--- config.mk ---
export PLATFORM = sky130hd
export DESIGN_NAME = decode_cycle_flat
export DESIGN_NICKNAME = d
export VERILOG_FILES = /design/src/rtl/decode_cycle_if.sv /design/src/rtl/decode_cycle.sv /design/src/flat_wrapper.sv
export SDC_FILE = /design/constraint.sdc
export NUM_CORES = 2
export LEC_CHECK = 0
export BUFFER_PORTS_ARGS = -buffer_cell sky130_fd_sc_hd__buf_2
export CAP_MARGIN = 25
export CORE_MARGIN = 5
export CORE_UTILIZATION = 30
export DETAILED_ROUTE_END_ITERATION = 10
export PLACE_DENSITY = 0.45
export SLEW_MARGIN = 20
export SYNTH_ARGS = -nofsm -noshare
export SYNTH_HDL_FRONTEND = slang
export SYNTH_SLANG_ARGS = --single-unit
--- constraint.sdc ---
create_clock -name clk -period 4.1 [get_ports clk]
set_input_delay 0.205 -clock clk [delete_from_list [all_inputs] [get_ports clk]]
set_output_delay 0.205 -clock clk [all_outputs]
set_load 0.02 [all_outputs]
--- src/rtl/decode_cycle_if.sv ---
// Bundle carrying the decode stage's IF/ID inputs, writeback port,
// hazard-unit indices and ID/EX outputs.
//   master : upstream side (drives InstrD/PCD/PCPlus4D, FlushE, writeback)
//   slave  : the decode stage itself (drives Rs1D/Rs2D and every *E signal)
interface decode_cycle_if;
  // IF/ID contents
  logic [31:0] InstrD;
  logic [31:0] PCD;
  logic [31:0] PCPlus4D;
  // Hazard unit control
  logic        FlushE;
  // Writeback port
  logic        RegWriteW;
  logic [4:0]  RdW;
  logic [31:0] ResultW;
  // Combinational source indices to the hazard unit
  logic [4:0]  Rs1D;
  logic [4:0]  Rs2D;
  // ID/EX register outputs
  logic        RegWriteE;
  logic        MemWriteE;
  logic        JumpE;
  logic        BranchE;
  logic        ALUSrcE;
  logic [1:0]  ResultSrcE;
  logic [2:0]  ALUControlE;
  logic [31:0] RD1E;
  logic [31:0] RD2E;
  logic [31:0] ImmExtE;
  logic [31:0] PCE;
  logic [31:0] PCPlus4E;
  logic [4:0]  Rs1E;
  logic [4:0]  Rs2E;
  logic [4:0]  RdE;

  modport master (
    output InstrD, PCD, PCPlus4D, FlushE, RegWriteW, RdW, ResultW,
    input  Rs1D, Rs2D,
    input  RegWriteE, MemWriteE, JumpE, BranchE, ALUSrcE, ResultSrcE,
    input  ALUControlE, RD1E, RD2E, ImmExtE, PCE, PCPlus4E, Rs1E, Rs2E, RdE
  );

  modport slave (
    input  InstrD, PCD, PCPlus4D, FlushE, RegWriteW, RdW, ResultW,
    output Rs1D, Rs2D,
    output RegWriteE, MemWriteE, JumpE, BranchE, ALUSrcE, ResultSrcE,
    output ALUControlE, RD1E, RD2E, ImmExtE, PCE, PCPlus4E, Rs1E, Rs2E, RdE
  );
endinterface

--- src/rtl/decode_cycle.sv ---
// RV32I decode stage: main/ALU decoders, immediate generator, 32x32
// register file with writeback bypass, and the ID/EX pipeline register.
// Ports:
//   clk  - pipeline clock, rising edge
//   rst  - asynchronous active-low reset; clears register file and ID/EX
//   bus  - decode_cycle_if.slave: IF/ID inputs, FlushE, writeback port,
//          Rs1D/Rs2D to the hazard unit, and all registered *E outputs
module decode_cycle (
  input  logic           clk,
  input  logic           rst,
  decode_cycle_if.slave  bus
);

  localparam logic [6:0] OP_LW   = 7'b0000011;
  localparam logic [6:0] OP_SW   = 7'b0100011;
  localparam logic [6:0] OP_R    = 7'b0110011;
  localparam logic [6:0] OP_IALU = 7'b0010011;
  localparam logic [6:0] OP_BEQ  = 7'b1100011;
  localparam logic [6:0] OP_JAL  = 7'b1101111;

  localparam logic [1:0] IMM_I = 2'b00;
  localparam logic [1:0] IMM_S = 2'b01;
  localparam logic [1:0] IMM_B = 2'b10;
  localparam logic [1:0] IMM_J = 2'b11;

  localparam logic [2:0] ALU_ADD = 3'b000;
  localparam logic [2:0] ALU_SUB = 3'b001;
  localparam logic [2:0] ALU_AND = 3'b010;
  localparam logic [2:0] ALU_OR  = 3'b011;
  localparam logic [2:0] ALU_SLT = 3'b101;

  typedef struct packed {
    logic        reg_write;
    logic        mem_write;
    logic        jump;
    logic        branch;
    logic        alu_src;
    logic [1:0]  result_src;
    logic [2:0]  alu_control;
    logic [31:0] rd1;
    logic [31:0] rd2;
    logic [31:0] imm_ext;
    logic [31:0] pc;
    logic [31:0] pc_plus4;
    logic [4:0]  rs1;
    logic [4:0]  rs2;
    logic [4:0]  rd;
  } idex_t;

  // Instruction fields
  logic [31:0] instr;
  logic [6:0]  opcode;
  logic [2:0]  funct3;
  logic        funct7_5;
  logic [4:0]  rs1;
  logic [4:0]  rs2;
  logic [4:0]  rd;

  assign instr    = bus.InstrD;
  assign opcode   = instr[6:0];
  assign rd       = instr[11:7];
  assign funct3   = instr[14:12];
  assign rs1      = instr[19:15];
  assign rs2      = instr[24:20];
  assign funct7_5 = instr[30];

  assign bus.Rs1D = rs1;
  assign bus.Rs2D = rs2;

  // Main decoder
  logic       reg_write;
  logic       mem_write;
  logic       jump;
  logic       branch;
  logic       alu_src;
  logic [1:0] result_src;
  logic [1:0] imm_src;
  logic [1:0] alu_op;

  always_comb begin
    // NOTE: every output gets a default before the case so no path leaves
    // a variable unassigned, which would otherwise infer a latch.
    reg_write  = 1'b0;
    mem_write  = 1'b0;
    jump       = 1'b0;
    branch     = 1'b0;
    alu_src    = 1'b0;
    result_src = 2'b00;
    imm_src    = IMM_I;
    alu_op     = 2'b00;
    unique case (opcode)
      OP_LW: begin
        reg_write  = 1'b1;
        alu_src    = 1'b1;
        result_src = 2'b01;
      end
      OP_SW: begin
        imm_src   = IMM_S;
        alu_src   = 1'b1;
        mem_write = 1'b1;
      end
      OP_R: begin
        reg_write = 1'b1;
        alu_op    = 2'b10;
      end
      OP_IALU: begin
        reg_write = 1'b1;
        alu_src   = 1'b1;
        alu_op    = 2'b10;
      end
      OP_BEQ: begin
        imm_src = IMM_B;
        branch  = 1'b1;
        alu_op  = 2'b01;
      end
      OP_JAL: begin
        reg_write  = 1'b1;
        imm_src    = IMM_J;
        result_src = 2'b10;
        jump       = 1'b1;
      end
      default: ;  // unknown opcode decodes as a bubble
    endcase
  end

  // ALU decoder
  logic [2:0] alu_control;

  always_comb begin
    alu_control = ALU_ADD;
    case (alu_op)
      2'b00: alu_control = ALU_ADD;
      2'b01: alu_control = ALU_SUB;
      2'b10: begin
        case (funct3)
          // Only R-type (opcode bit 5 set) with funct7[5] is a subtract;
          // addi reuses those bits as immediate.
          3'b000:  alu_control = (opcode[5] && funct7_5) ? ALU_SUB : ALU_ADD;
          3'b010:  alu_control = ALU_SLT;
          3'b110:  alu_control = ALU_OR;
          3'b111:  alu_control = ALU_AND;
          default: alu_control = ALU_ADD;
        endcase
      end
      default: alu_control = ALU_ADD;
    endcase
  end

  // Immediate generator, sign-extended from instr[31]
  logic [31:0] imm_ext;

  always_comb begin
    unique case (imm_src)
      IMM_I:   imm_ext = {{20{instr[31]}}, instr[31:20]};
      IMM_S:   imm_ext = {{20{instr[31]}}, instr[31:25], instr[11:7]};
      IMM_B:   imm_ext = {{20{instr[31]}}, instr[7], instr[30:25], instr[11:8], 1'b0};
      IMM_J:   imm_ext = {{12{instr[31]}}, instr[19:12], instr[20], instr[30:21], 1'b0};
      default: imm_ext = '0;
    endcase
  end

  // Register file
  logic [31:0] rf_q [32];
  logic        wb_en;

  assign wb_en = bus.RegWriteW && (bus.RdW != 5'd0);

  // NOTE: the register file must clear on reset, so it is built from
  // resettable flops rather than a RAM macro.
  always_ff @(posedge clk or negedge rst) begin
    if (!rst) begin
      for (int i = 0; i < 32; i++) rf_q[i] <= '0;
    end else if (wb_en) begin
      rf_q[bus.RdW] <= bus.ResultW;
    end
  end

  // x0 reads as zero; a same-cycle writeback to the read index is bypassed.
  logic [31:0] rd1;
  logic [31:0] rd2;

  assign rd1 = (rs1 == 5'd0)                ? 32'd0 :
               (wb_en && (bus.RdW == rs1))  ? bus.ResultW : rf_q[rs1];
  assign rd2 = (rs2 == 5'd0)                ? 32'd0 :
               (wb_en && (bus.RdW == rs2))  ? bus.ResultW : rf_q[rs2];

  // ID/EX register
  idex_t idex_d;
  idex_t idex_q;

  always_comb begin
    // NOTE: combinational blocks use blocking '=', clocked blocks use '<='.
    idex_d = '0;
    if (!bus.FlushE) begin
      idex_d.reg_write   = reg_write;
      idex_d.mem_write   = mem_write;
      idex_d.jump        = jump;
      idex_d.branch      = branch;
      idex_d.alu_src     = alu_src;
      idex_d.result_src  = result_src;
      idex_d.alu_control = alu_control;
      idex_d.rd1         = rd1;
      idex_d.rd2         = rd2;
      idex_d.imm_ext     = imm_ext;
      idex_d.pc          = bus.PCD;
      idex_d.pc_plus4    = bus.PCPlus4D;
      idex_d.rs1         = rs1;
      idex_d.rs2         = rs2;
      idex_d.rd          = rd;
    end
  end

  always_ff @(posedge clk or negedge rst) begin
    if (!rst) idex_q <= '0;
    else      idex_q <= idex_d;
  end

  assign bus.RegWriteE   = idex_q.reg_write;
  assign bus.MemWriteE   = idex_q.mem_write;
  assign bus.JumpE       = idex_q.jump;
  assign bus.BranchE     = idex_q.branch;
  assign bus.ALUSrcE     = idex_q.alu_src;
  assign bus.ResultSrcE  = idex_q.result_src;
  assign bus.ALUControlE = idex_q.alu_control;
  assign bus.RD1E        = idex_q.rd1;
  assign bus.RD2E        = idex_q.rd2;
  assign bus.ImmExtE     = idex_q.imm_ext;
  assign bus.PCE         = idex_q.pc;
  assign bus.PCPlus4E    = idex_q.pc_plus4;
  assign bus.Rs1E        = idex_q.rs1;
  assign bus.Rs2E        = idex_q.rs2;
  assign bus.RdE         = idex_q.rd;

endmodule

--- src/flat_wrapper.sv ---
// flat-port wrapper written by rule: the top's interface ports become plain ports
module decode_cycle_flat 
  (clk, rst, bus_InstrD, bus_PCD, bus_PCPlus4D, bus_FlushE, bus_RegWriteW, bus_RdW, bus_ResultW, bus_Rs1D, bus_Rs2D, bus_RegWriteE, bus_MemWriteE, bus_JumpE, bus_BranchE, bus_ALUSrcE, bus_ResultSrcE, bus_ALUControlE, bus_RD1E, bus_RD2E, bus_ImmExtE, bus_PCE, bus_PCPlus4E, bus_Rs1E, bus_Rs2E, bus_RdE);
  decode_cycle_if bus_i ();
  input  logic clk;
  input  logic rst;
  input wire logic [$bits(bus_i.InstrD)-1:0] bus_InstrD;
  input wire logic [$bits(bus_i.PCD)-1:0] bus_PCD;
  input wire logic [$bits(bus_i.PCPlus4D)-1:0] bus_PCPlus4D;
  input wire logic [$bits(bus_i.FlushE)-1:0] bus_FlushE;
  input wire logic [$bits(bus_i.RegWriteW)-1:0] bus_RegWriteW;
  input wire logic [$bits(bus_i.RdW)-1:0] bus_RdW;
  input wire logic [$bits(bus_i.ResultW)-1:0] bus_ResultW;
  output wire logic [$bits(bus_i.Rs1D)-1:0] bus_Rs1D;
  output wire logic [$bits(bus_i.Rs2D)-1:0] bus_Rs2D;
  output wire logic [$bits(bus_i.RegWriteE)-1:0] bus_RegWriteE;
  output wire logic [$bits(bus_i.MemWriteE)-1:0] bus_MemWriteE;
  output wire logic [$bits(bus_i.JumpE)-1:0] bus_JumpE;
  output wire logic [$bits(bus_i.BranchE)-1:0] bus_BranchE;
  output wire logic [$bits(bus_i.ALUSrcE)-1:0] bus_ALUSrcE;
  output wire logic [$bits(bus_i.ResultSrcE)-1:0] bus_ResultSrcE;
  output wire logic [$bits(bus_i.ALUControlE)-1:0] bus_ALUControlE;
  output wire logic [$bits(bus_i.RD1E)-1:0] bus_RD1E;
  output wire logic [$bits(bus_i.RD2E)-1:0] bus_RD2E;
  output wire logic [$bits(bus_i.ImmExtE)-1:0] bus_ImmExtE;
  output wire logic [$bits(bus_i.PCE)-1:0] bus_PCE;
  output wire logic [$bits(bus_i.PCPlus4E)-1:0] bus_PCPlus4E;
  output wire logic [$bits(bus_i.Rs1E)-1:0] bus_Rs1E;
  output wire logic [$bits(bus_i.Rs2E)-1:0] bus_Rs2E;
  output wire logic [$bits(bus_i.RdE)-1:0] bus_RdE;
  assign bus_i.InstrD = bus_InstrD;
  assign bus_i.PCD = bus_PCD;
  assign bus_i.PCPlus4D = bus_PCPlus4D;
  assign bus_i.FlushE = bus_FlushE;
  assign bus_i.RegWriteW = bus_RegWriteW;
  assign bus_i.RdW = bus_RdW;
  assign bus_i.ResultW = bus_ResultW;
  assign bus_Rs1D = bus_i.Rs1D;
  assign bus_Rs2D = bus_i.Rs2D;
  assign bus_RegWriteE = bus_i.RegWriteE;
  assign bus_MemWriteE = bus_i.MemWriteE;
  assign bus_JumpE = bus_i.JumpE;
  assign bus_BranchE = bus_i.BranchE;
  assign bus_ALUSrcE = bus_i.ALUSrcE;
  assign bus_ResultSrcE = bus_i.ResultSrcE;
  assign bus_ALUControlE = bus_i.ALUControlE;
  assign bus_RD1E = bus_i.RD1E;
  assign bus_RD2E = bus_i.RD2E;
  assign bus_ImmExtE = bus_i.ImmExtE;
  assign bus_PCE = bus_i.PCE;
  assign bus_PCPlus4E = bus_i.PCPlus4E;
  assign bus_Rs1E = bus_i.Rs1E;
  assign bus_Rs2E = bus_i.Rs2E;
  assign bus_RdE = bus_i.RdE;
  decode_cycle u_core (.clk(clk), .rst(rst), .bus(bus_i));
endmodule
==> flow_summary.html <==
<table>
<tr><th>Metric</th><th>Value</th></tr>
<tr><th colspan="2">Floorplan</th></tr>
<tr><td>Die outline width</td><td>459 um</td></tr>
<tr><td>Placeable core region</td><td>0.200 mm2</td></tr>
<tr><td>Die Outline Area</td><td>around 0.21 mm2</td></tr>
<tr><td>Number of top-level pins</td><td>roughly 330</td></tr>
<tr><td>Initial Util</td><td>between 30 and 40%</td></tr>
<tr><td>Rows</td><td>about 160</td></tr>
<tr><td>Die height</td><td>approximately 460 um</td></tr>
<tr><th colspan="2">Global routing</th></tr>
<tr><td>GRT Resource Usage Total</td><td>between 20% and 30%</td></tr>
<tr><td>Overflow left after global routing</td><td>0</td></tr>
<tr><td>Pin count of the biggest net entering global routing</td><td>around 120</td></tr>
<tr><td>Number of global-route vias before repair</td><td>41.9k</td></tr>
<tr><td>Wire length of the first global-routing pass</td><td>around 320 mm</td></tr>
<tr><td>Initial antenna violation count</td><td>18</td></tr>
<tr><th colspan="2">Drt</th></tr>
<tr><td>Overall via count from detail_route</td><td>around 40k</td></tr>
<tr><td>Number of nets with antenna violations after routing</td><td>0</td></tr>
<tr><td>Remaining DRCs</td><td>0</td></tr>
<tr><td>DR vias/cell</td><td>about 5.5</td></tr>
<tr><td>Detail-routed net length per standard cell</td><td>just over 30 um</td></tr>
<tr><td>WL final</td><td>roughly 220 mm</td></tr>
<tr><td>Drt pass-1 iters</td><td>5</td></tr>
<tr><td>Number of violations reported at the end of detailed-routing iteration 0</td><td>between 3k and 4k</td></tr>
<tr><th colspan="2">Yosys</th></tr>
<tr><td>Post-Synthesis Cells</td><td>between 4k and 5k</td></tr>
<tr><td>Post-Synthesis Mean Instance Area</td><td>between 10 and 15 um2</td></tr>
<tr><td>Async SR Flop Fraction</td><td>100%</td></tr>
<tr><td>Leading register cell type out of synthesis</td><td>sky130_fd_sc_hd__dfrtp_1</td></tr>
<tr><td>Leading cell type by number of instances after synthesis</td><td>sky130_fd_sc_hd__dfrtp_1</td></tr>
<tr><td>Share of the yosys chip area belonging to registers</td><td>around half</td></tr>
<tr><td>Post-synthesis register bit count</td><td>around 1.2k</td></tr>
<tr><td>Post-Syn Nets</td><td>~4.4k</td></tr>
<tr><td>Ranking of synthesized cells by area</td><td>sky130_fd_sc_hd__dfrtp_1 49%, sky130_fd_sc_hd__mux2_2 18%, sky130_fd_sc_hd__mux4_2 14%, sky130_fd_sc_hd__mux2i_1 4.9%, sky130_fd_sc_hd__clkbuf_1 1.4%</td></tr>
<tr><td>Cell type with the largest total area after synthesis</td><td>sky130_fd_sc_hd__dfrtp_1</td></tr>
<tr><td>Distinct cell type count after synthesis</td><td>55</td></tr>
<tr><td>Ranking of synthesized cells by instance count</td><td>1197 x sky130_fd_sc_hd__dfrtp_1, 976 x sky130_fd_sc_hd__mux2_2, 383 x sky130_fd_sc_hd__mux4_2</td></tr>
<tr><td>EDFF count, synth</td><td>0</td></tr>
<tr><td>Cell area after synthesis</td><td>0.0605 mm2</td></tr>
<tr><td>Number of synthesis warnings</td><td>0</td></tr>
<tr><td>Fraction of synthesized cell area taken by the top area cell type</td><td>approximately half</td></tr>
<tr><th colspan="2">Final layout</th></tr>
<tr><td>Fill cell total of the finished layout</td><td>19.4k</td></tr>
<tr><td>Total number of nets in the final design</td><td>roughly 4.7k</td></tr>
<tr><td>Fraction of layout cells with a size suffix above 1</td><td>45.7%</td></tr>
<tr><td>Synthesis-to-finish area growth</td><td>18.1%</td></tr>
<tr><th colspan="2">Timing</th></tr>
<tr><td>Setup repair after global routing missed its margin</td><td>false</td></tr>
<tr><td>Clock period minus final worst setup slack</td><td>about 3000 ps</td></tr>
<tr><td>Final Cycle Share</td><td>just over 70%</td></tr>
<tr><td>Hold violation count in the final report</td><td>0</td></tr>
<tr><td>Total count of max-transition violations in the final report</td><td>0</td></tr>
<tr><td>Timing-limited maximum frequency</td><td>between 300 and 400 MHz</td></tr>
<tr><td>Final sum of negative setup slack</td><td>0 ps</td></tr>
<tr><td>Clock Skews</td><td>just under 40 ps</td></tr>
<tr><td>Final setup viols</td><td>0</td></tr>
<tr><td>Actual slew at the worst max-slew pin</td><td>roughly 1100 ps</td></tr>
<tr><td>Tightest hold margin</td><td>36.5 ps</td></tr>
<tr><td>Worst rel slew slack</td><td>24.6%</td></tr>
<tr><th colspan="2">Clocking</th></tr>
<tr><td>Maximum count of clock buffers along a single path</td><td>3</td></tr>
<tr><td>Clock root buffer master</td><td>sky130_fd_sc_hd__clkbuf_16</td></tr>
<tr><td>PostCTS Resize Cnt</td><td>0</td></tr>
<tr><td>Clock-pin slew of the registers on the worst-case setup and hold paths</td><td>approximately 60 ps</td></tr>
<tr><td>TritonCTS Buffers</td><td>145</td></tr>
<tr><td>H-tree depth</td><td>4</td></tr>
<tr><td>Num Clock Sinks</td><td>roughly 1.2k</td></tr>
<tr><td>Clock tree from TritonCTS</td><td>built</td></tr>
<tr><td>Clock latency at the later pin of the worst-skew pair</td><td>around 810 ps</td></tr>
<tr><th colspan="2">Worst setup path</th></tr>
<tr><td>Worst Path Class, Setup</td><td>in2reg</td></tr>
<tr><td>CP Capture Type</td><td>flop</td></tr>
<tr><td>Worst-path maximum fanout</td><td>5</td></tr>
<tr><td>Type of element launching the critical path</td><td>primary input</td></tr>
<tr><td>Minimum setup slack among reg-to-reg paths</td><td>roughly 2100 ps</td></tr>
<tr><td>Critical path required time</td><td>4770 ps</td></tr>
<tr><td>Arrival @ worst endpoint</td><td>~3600 ps</td></tr>
<tr><th colspan="2">Power</th></tr>
<tr><td>Leak Pwr</td><td>about 32 nW</td></tr>
<tr><td>Largest voltage drop on the vdd net</td><td>approximately 0.48 mV</td></tr>
<tr><td>Total power</td><td>~35 mW</td></tr>
<tr><td>P per Cell Area</td><td>a little under 500 mW/mm2</td></tr>
<tr><th colspan="2">Worst hold path</th></tr>
<tr><td>Hold WC Path Type</td><td>in2async</td></tr>
<tr><th colspan="2">Job</th></tr>
<tr><td>Reported max-cap violation count</td><td>0</td></tr>
<tr><th colspan="2">Status</th></tr>
<tr><td>Run status</td><td>finished, final reports clean</td></tr>
<tr><th colspan="2">Place</th></tr>
<tr><td>Buffers added on ports</td><td>approximately 330</td></tr>
<tr><td>DP HPWL</td><td>between 100 and 150 mm</td></tr>
<tr><td>Final GP Congestion</td><td>a little under 0.8</td></tr>
</table>
flip-flops by register name, summed over array words and instances (netlist names), 5 cells and up:
signal / count
u_core.bus.PCPlus4E: 32
u_core.bus.PCE: 32
u_core.bus.RdE: 5
u_core.bus.RD1E: 32
u_core.rf_q: 1024
u_core.bus.RD2E: 32
u_core.bus.Rs1E: 5
u_core.bus.ImmExtE: 21
u_core.bus.Rs2E: 5
layout by cell type (no fill, tap or decap), types with 86 or more instances in the layout:
cell                            netlist  layout
sky130_fd_sc_hd__clkbuf_16            0     146
sky130_fd_sc_hd__mux4_2             383     383
sky130_fd_sc_hd__mux2i_1            296     296
sky130_fd_sc_hd__dfrtp_1           1197    1197
sky130_fd_sc_hd__buf_2              157     323
sky130_fd_sc_hd__nand2_1            101      86
sky130_fd_sc_hd__dlygate4sd3_1        0     135
sky130_fd_sc_hd__a221oi_1            96      96
sky130_fd_sc_hd__buf_4               50     109
sky130_fd_sc_hd__nor2b_1            110     109
sky130_fd_sc_hd__a21oi_1            110     110
sky130_fd_sc_hd__mux2_2             976     976
metrics by stage:
| stage | util (%) | instance area [um2] | setup slack [ps] | std cells |
|---|---|---|---|---|
| after CTS | 35.7 | 71500 | 1190 | 7289 |
| after detailed placement | 32.6 | 65300 | 1240 | 6891 |
| after global placement | 32.5 | 65200 | 1270 | 6886 |
| after floorplan | - | 60500 | 2220 | 4231 |
| final | 35.7 | 71500 | 1130 | 7296 |
| after global routing | 35.7 | 71500 | 995 | 7294 |
per-layer routing:
layer / global-route usage, % / wire length (um) / vias up
met5: 0 / 54 / -
met4: 6.40 / 6570 / 8
met3: 3.21 / 9490 / 335
met2: 35.7 / 111000 / 1040
met1: 27.7 / 96600 / 21800
li1: - / - / 16700
power by group:
group | total [mW] | internal [mW] | leakage (nW) | switching, mW
clock | 13.1 | 7.75 | 2.36 | 5.39
sequential | 15.3 | 13.9 | 15.4 | 1.45
combinational | 6.33 | 3.58 | 14.0 | 2.75
worst paths after layout:
check	startpoint	end	cells past startpoint
setup / recovery	bus_InstrD[4]	u_core.bus.ALUControlE[1]	12
hold / removal	rst	u_core.bus.PCE[2]	2
setup reg to reg	u_core.rf_q[409]	u_core.bus.RD2E[25]	5
hold reg to reg	u_core.rf_q[1016]	u_core.rf_q[1016]	0
max in group asynchronous	rst	u_core.rf_q[981]	3
min in group clk	bus_ResultW[2]	u_core.bus.RD2E[2]	2
area by class of cell:
class / instances / area (um2) / share of cell area, %
sequential: 1197 / 30000 / 41.9
multi-input combinational: 2551 / 28600 / 40.0
timing repair buffer: 615 / 4730 / 6.62
clock buffer: 225 / 4350 / 6.08
tap: 2656 / 3320 / 4.65
clock inverter: 38 / 463 / 0.647
inverter: 8 / 32.5 / 0.0455
antenna: 6 / 15.0 / 0.0210
worst max-delay path: stages:
cell	delay, ps
sky130_fd_sc_hd__dlygate4sd3_1	540
sky130_fd_sc_hd__buf_2	150
sky130_fd_sc_hd__nand4b_1	230
sky130_fd_sc_hd__nor3_1	160
sky130_fd_sc_hd__dlygate4sd3_1	570
sky130_fd_sc_hd__buf_4	160
sky130_fd_sc_hd__nand2_1	130
sky130_fd_sc_hd__ha_1	230
sky130_fd_sc_hd__nand2_1	90
sky130_fd_sc_hd__dlygate4sd3_1	550
sky130_fd_sc_hd__nor4_1	40
sky130_fd_sc_hd__dlygate4sd3_1	590
kinds of logic (layout without fill, tap and decap cells):
family                     Yosys count  after routing  synth area share, %
and+or+nand+nor                    401            401                 3.40
buffers and inverters              483            886                 3.69
other                                0              6                    0
xor gates and xnor gates            10             10                0.145
AOI/OAI and AO/OA                  465            465                 5.60
adders and majority gates            2              2               0.0413
DFF                               1197           1197                 49.5
muxes                             1673           1673                 37.6
repair_timing:
item | 4_1_cts | 5_1_grt
hold buffers | 135 | 0
buffers inserted | 0 | 0
hold endpoints to repair | 218 | 0
Note: power is estimated with default switching activity, not from simulation.
